**src/rtl/fetch_pkg.sv**
```systemverilog
// fetch_pkg: shared constants and the fetch_out_t entry used by the output register and the skid buffer
package fetch_pkg;
  localparam logic [31:0] NOP_INST = 32'h0000_0013;
  localparam logic [31:0] PC_STEP = 32'd4;
  typedef struct packed {
    logic [31:0] pc;
    logic [31:0] inst;
    logic        valid;
  } fetch_out_t;
  localparam fetch_out_t IDLE_OUT = '{pc: 32'h0, inst: NOP_INST, valid: 1'b0};
endpackage

```
**src/rtl/inst_fetch_if.sv**
```systemverilog
// inst_fetch_if: fetch bus; master=fetch (drives imem_req/addr, inst_code/pc/valid/misalign), slave=hazard/redirect/imem side
interface inst_fetch_if #(parameter int IMEM_AW = 9);
  logic               stall_i;
  logic               redirect_i;
  logic [31:0]        redirect_pc_i;
  logic               imem_req_o;
  logic [IMEM_AW-1:0] imem_addr_o;
  logic [31:0]        imem_rdata_i;
  logic [31:0]        inst_code_o;
  logic [31:0]        pc_o;
  logic               valid_o;
  logic               misalign_o;
  modport master (
    input  stall_i, redirect_i, redirect_pc_i, imem_rdata_i,
    output imem_req_o, imem_addr_o, inst_code_o, pc_o, valid_o, misalign_o
  );
  modport slave (
    output stall_i, redirect_i, redirect_pc_i, imem_rdata_i,
    input  imem_req_o, imem_addr_o, inst_code_o, pc_o, valid_o, misalign_o
  );
endinterface

```
**src/rtl/fetch_skid_buf.sv**
```systemverilog
// fetch_skid_buf: one-entry holding register (clk, rst_n, clear_i > load_i > drain_i, d_i in, q_o out with q_o.valid = occupied)
module fetch_skid_buf
  import fetch_pkg::*;
(
  input  logic       clk,
  input  logic       rst_n,
  input  logic       clear_i,
  input  logic       load_i,
  input  logic       drain_i,
  input  fetch_out_t d_i,
  output fetch_out_t q_o
);
  fetch_out_t entry_q, entry_d;
  always_comb entry_d = clear_i ? IDLE_OUT : load_i ? d_i : drain_i ? IDLE_OUT : entry_q;
  always_ff @(posedge clk) entry_q <= !rst_n ? IDLE_OUT : entry_d;
  assign q_o = entry_q;
endmodule

```
**src/rtl/inst_fetch.sv**
```systemverilog
// inst_fetch: PC/issue, 1-cycle imem read, registered {inst,pc,valid} to decode with skid stall and redirect squash (clk, rst_n, bus master)
module inst_fetch
  import fetch_pkg::*;
#(
  parameter logic [31:0] RESET_PC = 32'h0000_0000,
  parameter int          IMEM_AW  = 9
) (
  input logic          clk,
  input logic          rst_n,
  inst_fetch_if.master bus
);
  logic [31:0] pc_q, pc_d, inflight_pc_q, inflight_pc_d;
  logic        inflight_q, inflight_d, misalign_q, misalign_d, issue, hold;
  fetch_out_t  out_q, out_d, skid, resp;
  always_comb begin
    issue         = rst_n & ~bus.stall_i & ~bus.redirect_i;
    hold          = bus.stall_i & out_q.valid;
    resp          = fetch_out_t'{pc: inflight_pc_q, inst: bus.imem_rdata_i, valid: 1'b1};
    pc_d          = bus.redirect_i ? {bus.redirect_pc_i[31:2], 2'b00} : issue ? pc_q + PC_STEP : pc_q;
    inflight_d    = issue;
    inflight_pc_d = issue ? pc_q : inflight_pc_q;
    misalign_d    = bus.redirect_i & |bus.redirect_pc_i[1:0];
    out_d         = bus.redirect_i ? fetch_out_t'{pc: out_q.pc, inst: NOP_INST, valid: 1'b0} :
                    hold           ? out_q :
                    skid.valid     ? skid :
                    inflight_q     ? resp :
                                     fetch_out_t'{pc: out_q.pc, inst: NOP_INST, valid: 1'b0};
  end
  always_ff @(posedge clk) begin
    if (!rst_n) begin
      pc_q          <= RESET_PC;
      inflight_q    <= 1'b0;
      inflight_pc_q <= RESET_PC;
      misalign_q    <= 1'b0;
      out_q         <= IDLE_OUT;
    end else begin
      pc_q          <= pc_d;
      inflight_q    <= inflight_d;
      inflight_pc_q <= inflight_pc_d;
      misalign_q    <= misalign_d;
      out_q         <= out_d;
    end
  end
  fetch_skid_buf u_skid (
    .clk    (clk),
    .rst_n  (rst_n),
    .clear_i(bus.redirect_i),
    .load_i (~bus.redirect_i & hold & inflight_q),
    .drain_i(~bus.redirect_i & ~hold & skid.valid),
    .d_i    (resp),
    .q_o    (skid)
  );
  assign bus.imem_req_o  = issue;
  assign bus.imem_addr_o = pc_q[IMEM_AW+1:2];
  assign bus.inst_code_o = out_q.inst;
  assign bus.pc_o        = out_q.pc;
  assign bus.valid_o     = out_q.valid;
  assign bus.misalign_o  = misalign_q;
  assert property (@(posedge clk) disable iff (!rst_n) !(skid.valid && inflight_q));
endmodule

```
**src/flat_wrapper.sv**
```systemverilog
// flat-port wrapper written by rule: the top's interface ports become plain ports
module inst_fetch_flat import fetch_pkg::*;
#(
  parameter logic [31:0] RESET_PC = 32'h0000_0000,
  parameter int          IMEM_AW  = 9
)
  (clk, rst_n, bus_stall_i, bus_redirect_i, bus_redirect_pc_i, bus_imem_rdata_i, bus_imem_req_o, bus_imem_addr_o, bus_inst_code_o, bus_pc_o, bus_valid_o, bus_misalign_o);
  inst_fetch_if #(.IMEM_AW(IMEM_AW)) bus_i ();
  input logic clk;
  input logic rst_n;
  input wire logic [$bits(bus_i.stall_i)-1:0] bus_stall_i;
  input wire logic [$bits(bus_i.redirect_i)-1:0] bus_redirect_i;
  input wire logic [$bits(bus_i.redirect_pc_i)-1:0] bus_redirect_pc_i;
  input wire logic [$bits(bus_i.imem_rdata_i)-1:0] bus_imem_rdata_i;
  output wire logic [$bits(bus_i.imem_req_o)-1:0] bus_imem_req_o;
  output wire logic [$bits(bus_i.imem_addr_o)-1:0] bus_imem_addr_o;
  output wire logic [$bits(bus_i.inst_code_o)-1:0] bus_inst_code_o;
  output wire logic [$bits(bus_i.pc_o)-1:0] bus_pc_o;
  output wire logic [$bits(bus_i.valid_o)-1:0] bus_valid_o;
  output wire logic [$bits(bus_i.misalign_o)-1:0] bus_misalign_o;
  assign bus_i.stall_i = bus_stall_i;
  assign bus_i.redirect_i = bus_redirect_i;
  assign bus_i.redirect_pc_i = bus_redirect_pc_i;
  assign bus_i.imem_rdata_i = bus_imem_rdata_i;
  assign bus_imem_req_o = bus_i.imem_req_o;
  assign bus_imem_addr_o = bus_i.imem_addr_o;
  assign bus_inst_code_o = bus_i.inst_code_o;
  assign bus_pc_o = bus_i.pc_o;
  assign bus_valid_o = bus_i.valid_o;
  assign bus_misalign_o = bus_i.misalign_o;
  inst_fetch #(.RESET_PC(RESET_PC), .IMEM_AW(IMEM_AW)) u_core (.clk(clk), .rst_n(rst_n), .bus(bus_i));
endmodule
```
**config.mk**
```make
export PLATFORM = sky130hd
export DESIGN_NAME = inst_fetch_flat
export DESIGN_NICKNAME = d
export VERILOG_FILES = /design/src/rtl/fetch_pkg.sv /design/src/rtl/inst_fetch_if.sv /design/src/rtl/fetch_skid_buf.sv /design/src/rtl/inst_fetch.sv /design/src/flat_wrapper.sv
export SDC_FILE = /design/constraint.sdc
export NUM_CORES = 1
export LEC_CHECK = 0
export BUFFER_PORTS_ARGS = -buffer_cell sky130_fd_sc_hd__buf_2
export CELL_PAD_IN_SITES_DETAIL_PLACEMENT = 1
export CELL_PAD_IN_SITES_GLOBAL_PLACEMENT = 2
export CORE_UTILIZATION = 35
export CTS_CLUSTER_SIZE = 16
export DETAILED_ROUTE_END_ITERATION = 10
export GPL_ROUTABILITY_DRIVEN = 0
export MAX_ROUTING_LAYER = met4
export PLACE_DENSITY = 0.93
export SLEW_MARGIN = 20
export SYNTH_ARGS = -nofsm -noshare
export SYNTH_HDL_FRONTEND = slang
export SYNTH_SLANG_ARGS = --single-unit
```
**constraint.sdc**
```tcl
create_clock -name clk -period 4.6 [get_ports clk]
set_input_delay 0.92 -clock clk [delete_from_list [all_inputs] [get_ports clk]]
set_output_delay 0.92 -clock clk [all_outputs]
set_load 0.05 [all_outputs]
```
* Word-level counts from Yosys, hierarchy flattened
Cells that the tools add are included.
** Cells by class
- Add/sub/neg operators :: 1
- Mux-type cells :: 6
- Bitwise logic cells :: 12
- Reductions and logical operators :: 6
** Operators by type and width (number)
- 2-to-1 mux 65 bit :: 4
- 2-to-1 mux 32 bit :: 2
- adder 32 x 3 -> 32 bit (second input constant) :: 1
- bitwise AND 1 bit :: 8
- nonzero test 2 bit :: 3
- NOT 1 bit :: 4
- OR reduction 2 bit :: 2
- AND reduction 3 bit :: 1
** Word-level totals
- Register bits after elaboration :: 196
- Input port bits :: 68
- Output and inout bits :: 76
- Word-level logic and storage cells :: 36

* Logic depth before layout (Yosys ltp)
- Depth in word-level cells :: 6
- Mapped depth :: 8

* Hierarchy
Synthesis repeated with hierarchy kept, for this count alone.
** Unflattened totals
- Cell total of the unflattened synthesis :: 993
- Area, all modules :: 8348.0 µm²
** By module, submodules not included
- inst_fetch :: times used 1, cells an instance 703, area each 5748.0 µm², seq. area each 2542.4 µm²
- fetch_skid_buf :: times used 1, cells an instance 290, area each 2600.0 µm², seq. area each 1301.2 µm²

* Least setup slack after synthesis
OpenSTA, ideal clock, no wires.
- Path type :: in2out
- From :: input port rst_n
- To :: output port bus_imem_req_o
- Arrival :: 2115 ps
- Slack :: 1565 ps
- Stages on the path :: 4
- Buffers on the path :: 1
- Path through :: nor2b_1 nand2b_1 inv_2 buf_1
** On the way
- Cells in the longest elaborated chain, start to end :: 2
** RTL lines
- from (decl) :: RTL line flat_wrapper.sv:10 : input logic rst_n;
- bitwise AND 1 bit (2 in series) :: RTL line inst_fetch.sv:16 : issue = rst_n & ~bus.stall_i & ~bus.redirect_i;
- to (decl) :: RTL line flat_wrapper.sv:15 : output wire logic [$bits(bus_i.imem_req_o)-1:0] bus_imem_req_o;
No other way between the ends.

* Final worst setup path
Same ends and word-level chain as after synthesis.

==> impl_metrics.json <==
{
  "outcome": "completed",
  "hold_viol": 0,
  "synth-simple-area-share_pct": 25.34,
  "synthAdderAreaFrac_pct": 0.1603,
  "power_density_nw_per_um2": 377.9,
  "wl_met2_um": 10950,
  "worstMarginPinSlew_ns": 1.013,
  "drive_gt1_share_pct": 19.65,
  "switching_share_pct": 27.57,
  "drt_first_iter_violations": 580,
  "r2r_slack_ns": 2.17,
  "met1_length_um": 11550,
  "synth_async_sr_flop_share_pct": 0,
  "post_cts.repair.setup_buffers": 0,
  "worstPathMaxFanout": 28,
  "p_switching_w": 0.0009620,
  "syn_to_final_growth_pct": 18.24,
  "critical_path_class": "primary input to primary output",
  "setup_violations": 0,
  "post-route-period-util_pct": 72.84,
  "cts_tree": "yes",
  "finalCriticalPeriod_ns": 3.351,
  "postRouteAntennaNets": 0,
  "ir_worst_vdd_uv": 243.4,
  "multi_input_area_um2": 3661,
  "min_path_type": "flop to flop",
  "wl_per_cell_um": 18.19,
  "max_freq_mhz": 298.5,
  "seqCellArea_um2": 3765,
  "dr_total_vias": 7264,
  "pin_count": 144,
  "clockBufferDepth": 2,
  "synth_compound_area_share_pct": 19.49,
  "arrival_ns": 2.43,
  "place_inst": 1276,
  "drv_slew": 0,
  "hpwlAfterDp_um": 15570,
  "crit_required_ns": 3.68,
  "synth_cells": 930,
  "clk_latency_ns": 0.43,
  "fin_skew_ns": 0.01055,
  "ys_types": 53,
  "yosysSeqAreaShare_pct": 48.21,
  "portBuffers": 141,
  "synth_top_family_by_area": "simple AND/OR/NAND/NOR gates",
  "antenna_found_initial": 0,
  "postCtsHoldBufs": 0,
  "cap_viol_max_count": 0,
  "combPwrFrac_pct": 7.9,
  "cts_buffers": 17,
  "initial_utilization_pct": 35.78,
  "synth_edf_count": 0,
  "end_kind": "primary output",
  "ctsResizeCount": 0,
  "grt_pass1_wl_um": 38240,
  "synth_area_um2": 7807,
  "core_um2": 21820,
  "die-area_um2": 22910,
  "row_count": 54,
  "seqPwrFrac_pct": 49.2,
  "internal-power_w": 0.002527,
  "final_cells": 1308,
  "ys.flop_type": "dfxtp_1",
  "synth_warnings": 0,
  "path_clk_slew_ns": 0.07,
  "drc": 0,
  "layout_common_cells": "dfxtp_1, nor2_1, buf_2",
  "power_frac_clock_pct": 42.9,
  "startpoint_type": "primary input",
  "synth-xor-area-share_pct": 1.010,
  "maxUsedRoutingLayer": "met4",
  "tns_ns": 0,
  "gr-usage-all-layers_pct": 21.95,
  "diodes": 0,
  "grt-ovfl-total": 0,
  "cts_sinks": 188,
  "route.met3.wl_um": 921,
  "grt_max_degree": 91,
  "die_x_um": 151.4,
  "first_global_vias": 7132,
  "max-slew-margin-rel_pct": 32.47,
  "final_common_cell": "dfxtp_1",
  "cts_root_buf": "clkbuf_16",
  "leakagePower_nw": 3.657,
  "muxShareOfSynthArea_pct": 0.5128,
  "dr.pass1.iters": 5,
  "fin_nets": 1084,
  "synth.avg_cell_area_um2": 8.395,
  "cts_max_level": 4,
  "drt_wl_total_um": 23790,
  "fillers": 2596,
  "synth-seq-cells": 188,
  "routed_via_density": 5.554,
  "fp.dieH_um": 151.4,
  "rsz0062_at_grt": "no"
}
-- registers in the layout, indices dropped and copies added, names as in the netlist --
name                    count
u_core.bus.pc_o            30
u_core.inflight_pc_q       30
u_core.bus.valid_o          1
u_core.bus.inst_code_o     32
u_core.pc_q                30
u_core.bus.misalign_o       1
u_core.u_skid.q_o          63
u_core.inflight_q           1
-- through the flow --
step	hold WS, ns	util [%]	total power, W	cell area (µm²)	setup slack [ns]
6_report	0.4668	42.30	0.003489	9231	1.249
3_3_place_gp	0.4474	39.54	0.002022	8630	1.277
5_1_grt	0.4918	42.30	0.003615	9231	1.129
3_5_place_dp	0.4596	39.54	0.002028	8630	1.267
4_1_cts	0.4704	42.30	0.003519	9231	1.260
2_1_floorplan	0.4424	-	0.001930	7811	1.565
-- power by group through the flow --
| stage | logic, W | registers (W) | clock network (W) |
|---|---|---|---|
| 2_1_floorplan | 0.000148 | 0.00178 | 0 |
| 3_3_place_gp | 0.000272 | 0.00175 | 0 |
| 3_5_place_dp | 0.000276 | 0.00175 | 0 |
| 4_1_cts | 0.000277 | 0.00171 | 0.00153 |
| 5_1_grt | 0.000300 | 0.00172 | 0.00159 |
| 6_report | 0.000275 | 0.00172 | 0.00150 |
-- Yosys cell counts (5+ instances only) --
library cell  number  area share, %
a211oi_1          37            3.6
dfxtp_1          188             48
o21ai_0           22            1.4
nor2b_1            8           0.64
nor4_1             9           0.72
inv_1              5           0.24
nand3_1           40            2.6
nand2_1           86            4.1
buf_4             11            1.1
a22oi_1           59            5.7
or3_1              8           0.64
nor2_1           142            6.8
a221oi_1          29            3.3
nor3_1            39            2.5
or4_1              5           0.48
a21oi_1           42            2.7
o211ai_1           6           0.58
and4_1             9            1.0
clkbuf_1          68            3.3
a31oi_1            6           0.48
nand4_1           11           0.88
and3_1            34            2.7
buf_1              9           0.43
xnor2_1            8           0.90
-- layout make-up --
class	count	share of cell area, %
clock buffer	17	4.608
sequential	188	40.78
multi-input combinational	646	39.66
tap	280	3.795
clock inverter	15	1.911
timing repair buffer	156	9.000
inverter	6	0.2440
-- path summary, 6_finish.rpt --
check	start	cells after the start	to
min	u_core.inflight_pc_q[9]	2	u_core.inflight_pc_q[9]
max	rst_n	5	bus_imem_req_o
min reg2reg	u_core.inflight_pc_q[9]	2	u_core.inflight_pc_q[9]
max reg2reg	u_core.pc_q[2]	5	u_core.pc_q[18]
-- layer usage --
metal,GRT usage [%],vias to the layer above
met3,3.645,29
met4,6.300,0
met2,33.45,160
met5,-,-
met1,29.75,3539
li1,-,3536
-- critical path, cell delays in order --
cell and delay (ns):
buf_2 0.09, nor2b_1 0.53, nand2b_1 0.18, inv_2 0.36
buf_2 0.35
-- cells by family after synthesis --
group | Yosys count
and+or+nand+nor | 412
AOI/OAI and AO/OA | 218
DFF | 188
buffers and inverters | 97
xor gates and xnor gates | 9
muxes | 4
adders and majority gates | 1
other | 1
Power figures use the tool's default switching activity.
